## src/rtl/wb_xbar_arb.sv

```systemverilog
// Wishbone-classic crossbar arbiter: NMST masters share one registered grant onto
// NSLV address-decoded slaves, with a bus-error path and a hung-slave watchdog.
module wb_xbar_arb #(
    parameter int unsigned        NMST     = 2,
    parameter int unsigned        NSLV     = 2,
    parameter logic [32*NSLV-1:0] SLV_BASE = {32'h1000_0000, 32'h0000_0000},
    parameter logic [32*NSLV-1:0] SLV_MASK = {32'hF000_0000, 32'hF000_0000},
    parameter string              ARB_MODE = "RR",
    parameter int unsigned        TIMEOUT  = 255
) (
    input  logic                 clk_i,
    input  logic                 rst_in,
    input  logic [NMST-1:0]      m_stb_i,
    input  logic [NMST-1:0]      m_we_i,
    input  logic [4*NMST-1:0]    m_be_i,
    input  logic [32*NMST-1:0]   m_adr_i,
    input  logic [32*NMST-1:0]   m_dat_i,
    output logic [31:0]          m_dat_o,
    output logic [NMST-1:0]      m_ack_o,
    output logic [NMST-1:0]      m_err_o,
    output logic [NSLV-1:0]      s_stb_o,
    output logic                 s_we_o,
    output logic [3:0]           s_be_o,
    output logic [31:0]          s_adr_o,
    output logic [31:0]          s_dat_o,
    input  logic [32*NSLV-1:0]   s_dat_i,
    input  logic [NSLV-1:0]      s_ack_i
);

    localparam int unsigned GW = (NMST > 1) ? $clog2(NMST) : 1;
    localparam int unsigned SW = (NSLV > 1) ? $clog2(NSLV) : 1;
    localparam int unsigned WW = (TIMEOUT > 0) ? $clog2(TIMEOUT + 1) : 1;
    localparam logic [WW-1:0] WDG_LAST = WW'((TIMEOUT > 0) ? TIMEOUT - 1 : 0);
    localparam bit RR_MODE = (ARB_MODE == "RR");

    typedef enum logic [1:0] {IDLE, BUSY, ERR} state_t;

    state_t          state_q, state_d;
    logic [GW-1:0]   gnt_q, gnt_d;
    logic [GW-1:0]   rr_q, rr_d;
    logic [SW-1:0]   sel_q, sel_d;
    logic [WW-1:0]   wdg_q, wdg_d;

    logic [31:0]     adr_a  [NMST];
    logic [31:0]     dat_a  [NMST];
    logic [3:0]      be_a   [NMST];
    logic [31:0]     sdat_a [NSLV];
    logic [NSLV-1:0] hit_v;

    logic [GW-1:0]   cand;
    logic [GW-1:0]   win;
    logic            win_vld;
    logic [31:0]     win_adr;
    logic [SW-1:0]   hit_idx;
    logic            hit;

    for (genvar j = 0; j < NMST; j++) begin : g_mst
        assign adr_a[j] = m_adr_i[32*j +: 32];
        assign dat_a[j] = m_dat_i[32*j +: 32];
        assign be_a[j]  = m_be_i[4*j +: 4];
    end

    assign win_adr = adr_a[win];

    for (genvar j = 0; j < NSLV; j++) begin : g_slv
        assign sdat_a[j] = s_dat_i[32*j +: 32];
        assign hit_v[j]  = (win_adr & SLV_MASK[32*j +: 32]) == SLV_BASE[32*j +: 32];
    end

    // Round-robin scans upward starting just after the last winner.
    always_comb begin
        cand    = '0;
        win     = '0;
        win_vld = 1'b0;
        for (int unsigned i = 0; i < NMST; i++) begin
            cand = GW'(RR_MODE ? (32'(rr_q) + 1 + i) % NMST : i);
            if (!win_vld && m_stb_i[cand]) begin
                win_vld = 1'b1;
                win     = cand;
            end
        end
    end

    always_comb begin
        hit     = 1'b0;
        hit_idx = '0;
        for (int unsigned i = 0; i < NSLV; i++) begin
            if (!hit && hit_v[SW'(i)]) begin
                hit     = 1'b1;
                hit_idx = SW'(i);
            end
        end
    end

    always_ff @(posedge clk_i or negedge rst_in) begin
        if (!rst_in) begin
            state_q <= IDLE;
            gnt_q   <= '0;
            sel_q   <= '0;
            rr_q    <= GW'(NMST - 1);
            wdg_q   <= '0;
        end else begin
            state_q <= state_d;
            gnt_q   <= gnt_d;
            sel_q   <= sel_d;
            rr_q    <= rr_d;
            wdg_q   <= wdg_d;
        end
    end

    always_comb begin
        state_d = state_q;
        gnt_d   = gnt_q;
        sel_d   = sel_q;
        rr_d    = rr_q;
        wdg_d   = wdg_q;
        m_dat_o = '0;
        m_ack_o = '0;
        m_err_o = '0;
        s_stb_o = '0;
        s_we_o  = 1'b0;
        s_be_o  = '0;
        s_adr_o = '0;
        s_dat_o = '0;
        case (state_q)
            IDLE: begin
                if (win_vld) begin
                    gnt_d = win;
                    if (RR_MODE) rr_d = win;
                    sel_d   = hit_idx;
                    wdg_d   = '0;
                    state_d = hit ? BUSY : ERR;
                end
            end
            BUSY: begin
                s_stb_o[sel_q] = m_stb_i[gnt_q];
                s_we_o         = m_we_i[gnt_q];
                s_be_o         = be_a[gnt_q];
                s_adr_o        = adr_a[gnt_q];
                s_dat_o        = dat_a[gnt_q];
                m_dat_o        = sdat_a[sel_q];
                m_ack_o[gnt_q] = s_ack_i[sel_q] & m_stb_i[gnt_q];
                // A dropped strobe abandons the cycle; any ack in it is discarded.
                if (!m_stb_i[gnt_q] || s_ack_i[sel_q]) begin
                    state_d = IDLE;
                end else if (TIMEOUT != 0) begin
                    if (wdg_q == WDG_LAST) state_d = ERR;
                    else                   wdg_d   = wdg_q + 1'b1;
                end
            end
            ERR: begin
                m_err_o[gnt_q] = 1'b1;
                state_d        = IDLE;
            end
            default: state_d = IDLE;
        endcase
    end

endmodule

```

## config.mk

```make
export PLATFORM = sky130hd
export DESIGN_NAME = wb_xbar_arb
export DESIGN_NICKNAME = d
export VERILOG_FILES = /design/src/rtl/wb_xbar_arb.sv
export SDC_FILE = /design/constraint.sdc
export NUM_CORES = 1
export LEC_CHECK = 0
export ABC_AREA = 0
export BUFFER_PORTS_ARGS = -buffer_cell sky130_fd_sc_hd__buf_2
export CAP_MARGIN = 5
export CELL_PAD_IN_SITES_DETAIL_PLACEMENT = 0
export CELL_PAD_IN_SITES_GLOBAL_PLACEMENT = 2
export CORE_ASPECT_RATIO = 0.9
export CORE_MARGIN = 5
export CORE_UTILIZATION = 13
export DETAILED_ROUTE_END_ITERATION = 16
export GPL_ROUTABILITY_DRIVEN = 0
export PLACE_DENSITY = 0.79
export SETUP_SLACK_MARGIN = 0.15
export SLEW_MARGIN = 10
export SYNTH_ARGS = -nofsm -noshare
export SYNTH_HDL_FRONTEND = slang
export SYNTH_SLANG_ARGS = --single-unit
```

## constraint.sdc

```tcl
create_clock -name clk_i -period 2.5 [get_ports clk_i]
set_input_delay 0.125 -clock clk_i [delete_from_list [all_inputs] [get_ports clk_i]]
set_output_delay 0.125 -clock clk_i [all_outputs]
set_load 0.02 [all_outputs]
```

==> metrics.md, run 1 <==
| Metric | Value |
|---|---|
| Largest net degree at the start of global routing | 73 |
| Top-Level Pins | 315 |
| Reg area | 332 sq um |
| Via count | 3286 |
| Hold Path Class | in -> reg |
| Seq/Total Area, Yosys | roughly 14% |
| Rows | 45 |
| Worst path cell trace | nand2b_1 > a211o_1 > or4_1 > a21boi_1 |
| Slew Limit Fails | 0 |
| Die H | 135 um |
| Pre-Repair DR Iteration Count | 4 |
| Initial antenna violation count | 0 |
| Ys Warns | 0 |
| PwrDens | 502 nW/um^2 |
| Final Cycle Share | 75.2% |
| Routed WL | roughly 12 mm |
| Max VDD drop | 395 uV |
| Measured slew at the worst slew-check pin | around 600 ps |
| Worst R2R Start | gnt_q |
| Number of port buffers | roughly 310 |
| Cell Count Post-Placement | around 840 |
| Core ar. | 17000 sq um |
| Crit-path max cell delay | 540 ps |
| Initial core utilization | approximately an eighth |
| Synth cell types | 37 |
| Non-Filler Instances | 840 |
| CTS Buf Count | 3 |
| CTS Sinks | 13 |
| Maximum fanout along the worst path | 10 |
| Fin. Hold Viols | 0 |
| Root Driver | clkbuf_16 |
| Chip width | roughly 150 um |
| Maximum root-to-sink buffer count | 2 |
| Fin Clk Skew | between 1.5 and 2 ps |
| Post-DP HPWL | 10.3 mm |
| Status | finished, final reports clean |
| Worst path required time | 2670 ps |
| Die area | 20200 sq um |
| Synth Instances | just over 300 |
| Dpl ws | 644 ps |
| Gr ovfl total | 0 |
| RSZ-0062 raised after global routing | false |
| Hold path startpoint | m_stb_i[0] |
| ANT cells | 0 |
| Clk_lat worst skew | 250 ps |
| Peak Freq | roughly 0.53 GHz |
| Fillers | 1954 |
| Nets | 816 |
| Pleak | 2.34 nW |
| #FFs+latches synth | 13 |
| Top cells by count, synth | mux2i_1 (107), nor2_1 (106), clkbuf_1 (14) |
| Hold Path Cell Cnt | 2 |
| Syn_nets | 516 |
| Yosys top cell area share | 47.2% |
| Share of layout cells above drive strength 1 | 54.5% |
| Final core utilization | 24.6% |
| Tot GR Track Use | 10.2% |
| Hold Path Sink | rr_q |
| RR Endpoint | wdg_q[7] |
| Iter 0 DRT Violations | between 100 and 150 |
| DRC Markers | 0 |
| Critical path class | reg -> reg |
| Remaining antenna violation count after routing | 0 |
| Tot Pwr | 2.10 mW |
| Top FF cell, synth | dfrtp_1 |
| Max cap viols | 0 |
| # setup viols final | 0 |
| Setup slack after layout | 620 ps |
| Ys async rst share | 100% |
| R2R cell count | 4 |
| Post-synth top area cell | mux2i_1 |
| Slowest CP cell | or4_1 |
| Vias in the first global route | 3213 |
| Post-synth EDFFs | 0 |
| Startpoint class of the critical path | register |
| Vias per std cell | around 3.9 |
| Slew margin rel. | 60.7% |
| First-pass GRT wire length | 17.0 mm |
| CP arrival | between 2000 and 2500 ps |
| Area of the multi-input gates | 1830 sq um |
| Critical Path End Type | register |
| WL per Instance | about 14 um |
| Syn_area_per_cell | around 7.4 sq um |
| H-tree levels | 1 |
| Most numerous cell in the Yosys netlist | mux2i_1 |
| Top cells by area, synth | mux2i_1 (47%), nor2_1 (18%), dfrtp_1 (13%), clkbuf_1 (2.3%), buf_1 (1.5%) |
| CTS clk-pin slew, worst paths | 50 ps |
| Area growth syn-to-layout | 84.2% |
| Period minus WS final | 1880 ps |
| CTS tree | built |
| Mapped Area | 2270 sq um |
| Setup TNS | 0 ps |
| R2r setup slk | 620 ps |
through the flow:
stage	hold WS (ps)	area (sq um)
after CTS	92.1	4180
after global routing	116	4180
after global placement	41.4	4090
after detailed placement	39.6	4090
after floorplan	-171	2270
final	95.1	4180
power breakdown:
part           switching, mW  internal [mW]  leakage, nW
clock network         0.0974          0.213       0.0409
registers             0.0300          0.253        0.171
logic                  0.823          0.683         2.13
worst max path at each step:
stage                     startpoint       end
after global placement         gnt_q  wdg_q[7]
after CTS                      gnt_q  wdg_q[7]
after detailed placement       gnt_q  wdg_q[7]
final                          gnt_q  wdg_q[7]
after global routing           gnt_q  wdg_q[7]
after floorplan                sel_q  wdg_q[7]
sequential cells by signal (all words and copies together), names as in the netlist:
| name | cells |
|---|---|
| rr_q | 1 |
| wdg_q | 8 |
| sel_q | 1 |
| state_q | 2 |
| gnt_q | 1 |
layout make-up:
| class | count | share of cell area (%) |
|---|---|---|
| Tap cell | 235 | 7.03 |
| Timing Repair Buffer | 321 | 39.2 |
| Inverter | 3 | 0.269 |
| Multi-Input combinational cell | 264 | 43.7 |
| Clock buffer | 3 | 1.79 |
| Sequential cell | 13 | 7.93 |
| Clock inverter | 1 | 0.120 |
layer usage:
layer	vias to the layer above	GRT usage (%)	routed length, um
li1	1665	-	-
met1	1419	11.7	4600
met2	191	19.4	6020
met3	11	2.54	1230
met4	0	1.88	133
met5	-	0	0
critical path, delay by kind of cell, from the launching register on:
| family | cells | cell delay (ps) |
|---|---|---|
| DFF | 1 | 480 |
| AOI/OAI and AO/OA | 2 | 560 |
| and+or+nand+nor | 2 | 760 |
cell usage in the layout (no fill, tap or decap), types with 3 or more instances in the layout:
cell type | synthesis | routed
buf_4 | 0 | 5
nor2_1 | 106 | 106
inv_1 | 3 | 3
clkbuf_16 | 0 | 3
nand2_1 | 7 | 7
mux2i_1 | 107 | 107
dfrtp_1 | 12 | 10
nand2b_1 | 4 | 3
nand3_1 | 3 | 3
nor3_1 | 5 | 5
buf_2 | 1 | 314
a211oi_1 | 3 | 3
kinds of logic (layout without fill, tap and decap cells):
logic type	Yosys count	after routing	synth area share, %
AND/OR/NAND/NOR	133	133	24.3
flip-flops	13	13	14.4
buffers and inverters	29	328	5.51
multiplexers	108	108	47.8
AO/OA/AOI/OAI	21	21	6.89
adder cells (fa/ha/maj)	2	2	1.10
repair_timing:
item,in CTS,in global routing
setup endpoints to repair,0,0
gates resized for setup,0,0
buffers inserted,0,0
hold buffers,1,0
hold endpoints to repair,12,0
(Power assumes the default switching activity.)
==> run 2: changes to the inputs <==
--- a/config.mk
+++ b/config.mk
@@ -5,17 +5,17 @@
 export SDC_FILE = /design/constraint.sdc
 export NUM_CORES = 1
 export LEC_CHECK = 0
-export ABC_AREA = 0
+export ABC_AREA = 1
 export BUFFER_PORTS_ARGS = -buffer_cell sky130_fd_sc_hd__buf_2
 export CAP_MARGIN = 5
 export CELL_PAD_IN_SITES_DETAIL_PLACEMENT = 0
 export CELL_PAD_IN_SITES_GLOBAL_PLACEMENT = 2
 export CORE_ASPECT_RATIO = 0.9
 export CORE_MARGIN = 5
-export CORE_UTILIZATION = 13
+export CORE_UTILIZATION = 10
 export DETAILED_ROUTE_END_ITERATION = 16
 export GPL_ROUTABILITY_DRIVEN = 0
-export PLACE_DENSITY = 0.79
+export PLACE_DENSITY = 0.72
 export SETUP_SLACK_MARGIN = 0.15
 export SLEW_MARGIN = 10
 export SYNTH_ARGS = -nofsm -noshare
==> constraint.sdc (replaced) <==
create_clock -name clk_i -period 1.52 [get_ports clk_i]
set_input_delay 0.076 -clock clk_i [delete_from_list [all_inputs] [get_ports clk_i]]
set_output_delay 0.076 -clock clk_i [all_outputs]
set_load 0.02 [all_outputs]
==> run 2 against run 1 <==
The flow now finishes with violations (negative setup slack). Total power rose by 150%. Clock power rose by 58%. Largest power group unchanged. Clock skew rose by 1.4 ps. Critical endpoint is now s_dat_o[29]. Synthesized area rose by 1.9%. Die area rose by 30%. Critical path type is now reg -> out. Highest routed layer unchanged.
==> metrics.md, run 2 <==
| Metric | Value |
|---|---|
| Share of layout cells above drive strength 1 | 56.4% |
| Tot Pwr | 5.19 mW |
| Gate power share | 81.0% |
| Clock network fraction of total power | 9.5% |
| CTS Buf Count | 3 |
| Final core utilization | approximately a quarter |
| Critical path class | reg -> out |
| Failing checks | negative setup slack |
| Sw Share | between 40% and 50% |
| Hold Path Sink | state_q[1] |
| Tot GR Track Use | 11.2% |
| Critical Path End Type | output port |
| Synth Instances | 466 |
| Fin. Hold Viols | 0 |
| Slew margin rel. | 76.9% |
| Top FF cell, synth | dfrtp_1 |
| Commonest non-fill, non-tap cell in the layout | nand2_1 |
| Ys Warns | 0 |
| Initial core utilization | 10.2% |
| Top reg by flops | wdg_q |
| Top-Level Pins | 315 |
| Number of port buffers | 314 |
| Final Cycle Share | 103% |
| Rows | 52 |
| RSZ-0062 raised after global routing | true |
| Peak Freq | 0.639 GHz |
| Post-synth top area cell | nand2_1 |
| Max cap viols | 0 |
| Most frequent cells in the layout | nand2_1 (225), buf_2 (210), buf_4 (96) |
| RR Endpoint | wdg_q[3] |
| Root Driver | clkbuf_16 |
| Max reg flops | 8 |
| Syn_area_per_cell | 4.97 sq um |
| Pre-Repair DR Iteration Count | 4 |
| Nets | about 1.0k |
| Top cells by area, synth | nand2_1 (39%), a21oi_1 (21%), dfrtp_1 (13%), clkbuf_1 (3.7%), nand3_1 (3.7%) |
| Chip width | 170 um |
| Measured slew at the worst slew-check pin | 347 ps |
| Maximum fanout along the worst path | 68 |
| Synth cell types | 31 |
| Slew Limit Fails | 0 |
| CTS Sinks | 13 |
| First-pass GRT wire length | approximately 24 mm |
| Final hold slack | 232 ps |
| Most numerous cell in the Yosys netlist | nand2_1 |
| #FFs+latches synth | 13 |
| CP arrival | 1490 ps |
| R2r setup slk | 60 ps |
| Setup slack after layout | -45.6 ps |
| Via count | between 4k and 5k |
| R2R cell count | 9 |
| Status | finished with violations |
| Vias in the first global route | 4451 |
| Vias per std cell | around 4.0 |
| Fillers | 2521 |
| Hold Path Class | in -> reg |
| Top cells by count, synth | nand2_1 (240), a21oi_1 (99), clkbuf_1 (23) |
| Crit-path max cell delay | approximately 380 ps |
| Hold Path Cell Cnt | 4 |
| Maximum root-to-sink buffer count | 2 |
| CTS tree | built |
| # setup viols final | 40 |
| Routed WL | 18.0 mm |
| Initial antenna violation count | 0 |
| CTS clk-pin slew, worst paths | 50 ps |
| Largest net degree at the start of global routing | a little under 70 |
| Clk_lat worst skew | 240 ps |
| Sequential power share | 9.5% |
| Biggest regs | wdg_q (8), state_q (2) |
| Seq/Total Area, Yosys | 14.1% |
| Die H | 154 um |
| Yosys top cell area share | 38.9% |
| Gr ovfl total | 0 |
| Ys async rst share | 100% |
| Fin Clk Skew | a little over 3 ps |
| Core ar. | 22600 sq um |
| Mapped Area | 2310 sq um |
| Worst path required time | 1440 ps |
| Slowest CP cell | dfrtp_1 |
| Worst path cell trace | inv_2 > nand2_8 > buf_12 > a21oi_1 > buf_4 |
| Worst R2R Start | state_q[1] |
| H-tree levels | 1 |
| ANT cells | 0 |
| Max VDD drop | 398 uV |
| Post-DP HPWL | 12.1 mm |
| Switch Pwr | approximately 2.6 mW |
| WL per Instance | 16.5 um |
| Post-synth EDFFs | 0 |
| PwrDens | 884 nW/um^2 |
| DRC Markers | 0 |
| Remaining antenna violation count after routing | 0 |
| Area growth syn-to-layout | 153% |
| Die area | 26300 sq um |
| Syn_nets | 676 |
| Period minus WS final | ~1600 ps |
| Hold path startpoint | s_ack_i[0] |
| Iter 0 DRT Violations | 148 |
| P_int | between 2 and 3 mW |
| Pleak | about 2.9 nW |
| Startpoint class of the critical path | register |
-- run 2: cell count changes in the layout (fill, tap and decap cells not counted), sizes merged, moves of 7 or more --
cell / change
nor2: -86
nand2: +240
clkbuf: +7
mux2i: -107
inv: +12
a21oi: +98
buf: +37
nand3: +15
-- run 2: worst max path at each step --
stage / cells after the start / slack, ps / endpoint / startpoint
global route: 4 / -120 / s_dat_o[25] / gnt_q
CTS: 5 / -40 / s_dat_o[29] / gnt_q
floorplan: 5 / 150 / m_dat_o[0] / state_q[1]
finish: 5 / -50 / s_dat_o[29] / state_q[1]
detailed placement: 5 / 60 / s_dat_o[22] / gnt_q
global placement: 5 / 70 / s_dat_o[22] / gnt_q
-- run 2: cell type report --
cell class	instances	area (sq um)	share of cell area, %
well taps	297	372	6.34
inverters	16	75.1	1.28
repair buffers	364	2770	47.3
clock buffers	4	78.8	1.34
flip-flops and latches	13	330	5.63
multi-input cells	403	2240	38.1
-- run 2: cells by family (layout without fill, tap and decap cells) --
group                      count (synthesis)  in the layout  synth area share [%]
xor gates and xnor gates                   3              3                  1.14
buffers and inverters                     50            384                  9.19
DFF                                       13             13                  14.1
adders and majority gates                  2              2                  1.08
AOI/OAI and AO/OA                        107            107                  23.4
and+or+nand+nor                          291            291                  51.1
-- run 2: routing by layer --
| layer | track usage, % | vias to the layer above | part of all wire (%) |
|---|---|---|---|
| li1 | - | 2164 | - |
| met1 | 12.4 | 1974 | 37 |
| met2 | 21.8 | 246 | 52 |
| met3 | 2.42 | 21 | 9.6 |
| met4 | 2.43 | 0 | 2.1 |
| met5 | 0 | - | 0 |
-- run 2: repair_timing --
item,CTS,global route
pin swaps,10,8
endpoints found under the setup margin,113,114
endpoints found under the hold margin,12,0
hold buffers,1,0
gates cloned,9,7
setup buffers,12,1
resized for setup,207,53
-- run 2: worst max-delay path: cells and delay by family (launching register included) --
| family | cells | cell delay, ps |
|---|---|---|
| AOI/OAI and AO/OA | 1 | 200 |
| buffers and inverters | 3 | 490 |
| and+or+nand+nor | 1 | 100 |
| DFF | 1 | 380 |
-- run 2: metrics by stage --
step	cells	instance area, sq um	setup slack, ps	setup TNS [ps]
floorplan	466	2310	153	0
global placement	1063	4340	65.5	0
detailed placement	1063	4340	61.8	0
CTS	1089	5450	-40.7	-197
global route	1097	5870	-119	-5690
finish	1097	5870	-45.6	-607
-- run 2: power groups by stage --
| stage | Sequential [mW] | Combinational [mW] | Clock, mW |
|---|---|---|---|
| 3_5_place_dp | 0.469 | 2.70 | 0 |
| 2_1_floorplan | 0.433 | 1.64 | 0 |
| 4_1_cts | 0.488 | 3.68 | 0.509 |
| 6_report | 0.491 | 4.20 | 0.492 |
| 5_1_grt | 0.501 | 4.54 | 0.523 |
| 3_3_place_gp | 0.467 | 2.73 | 0 |
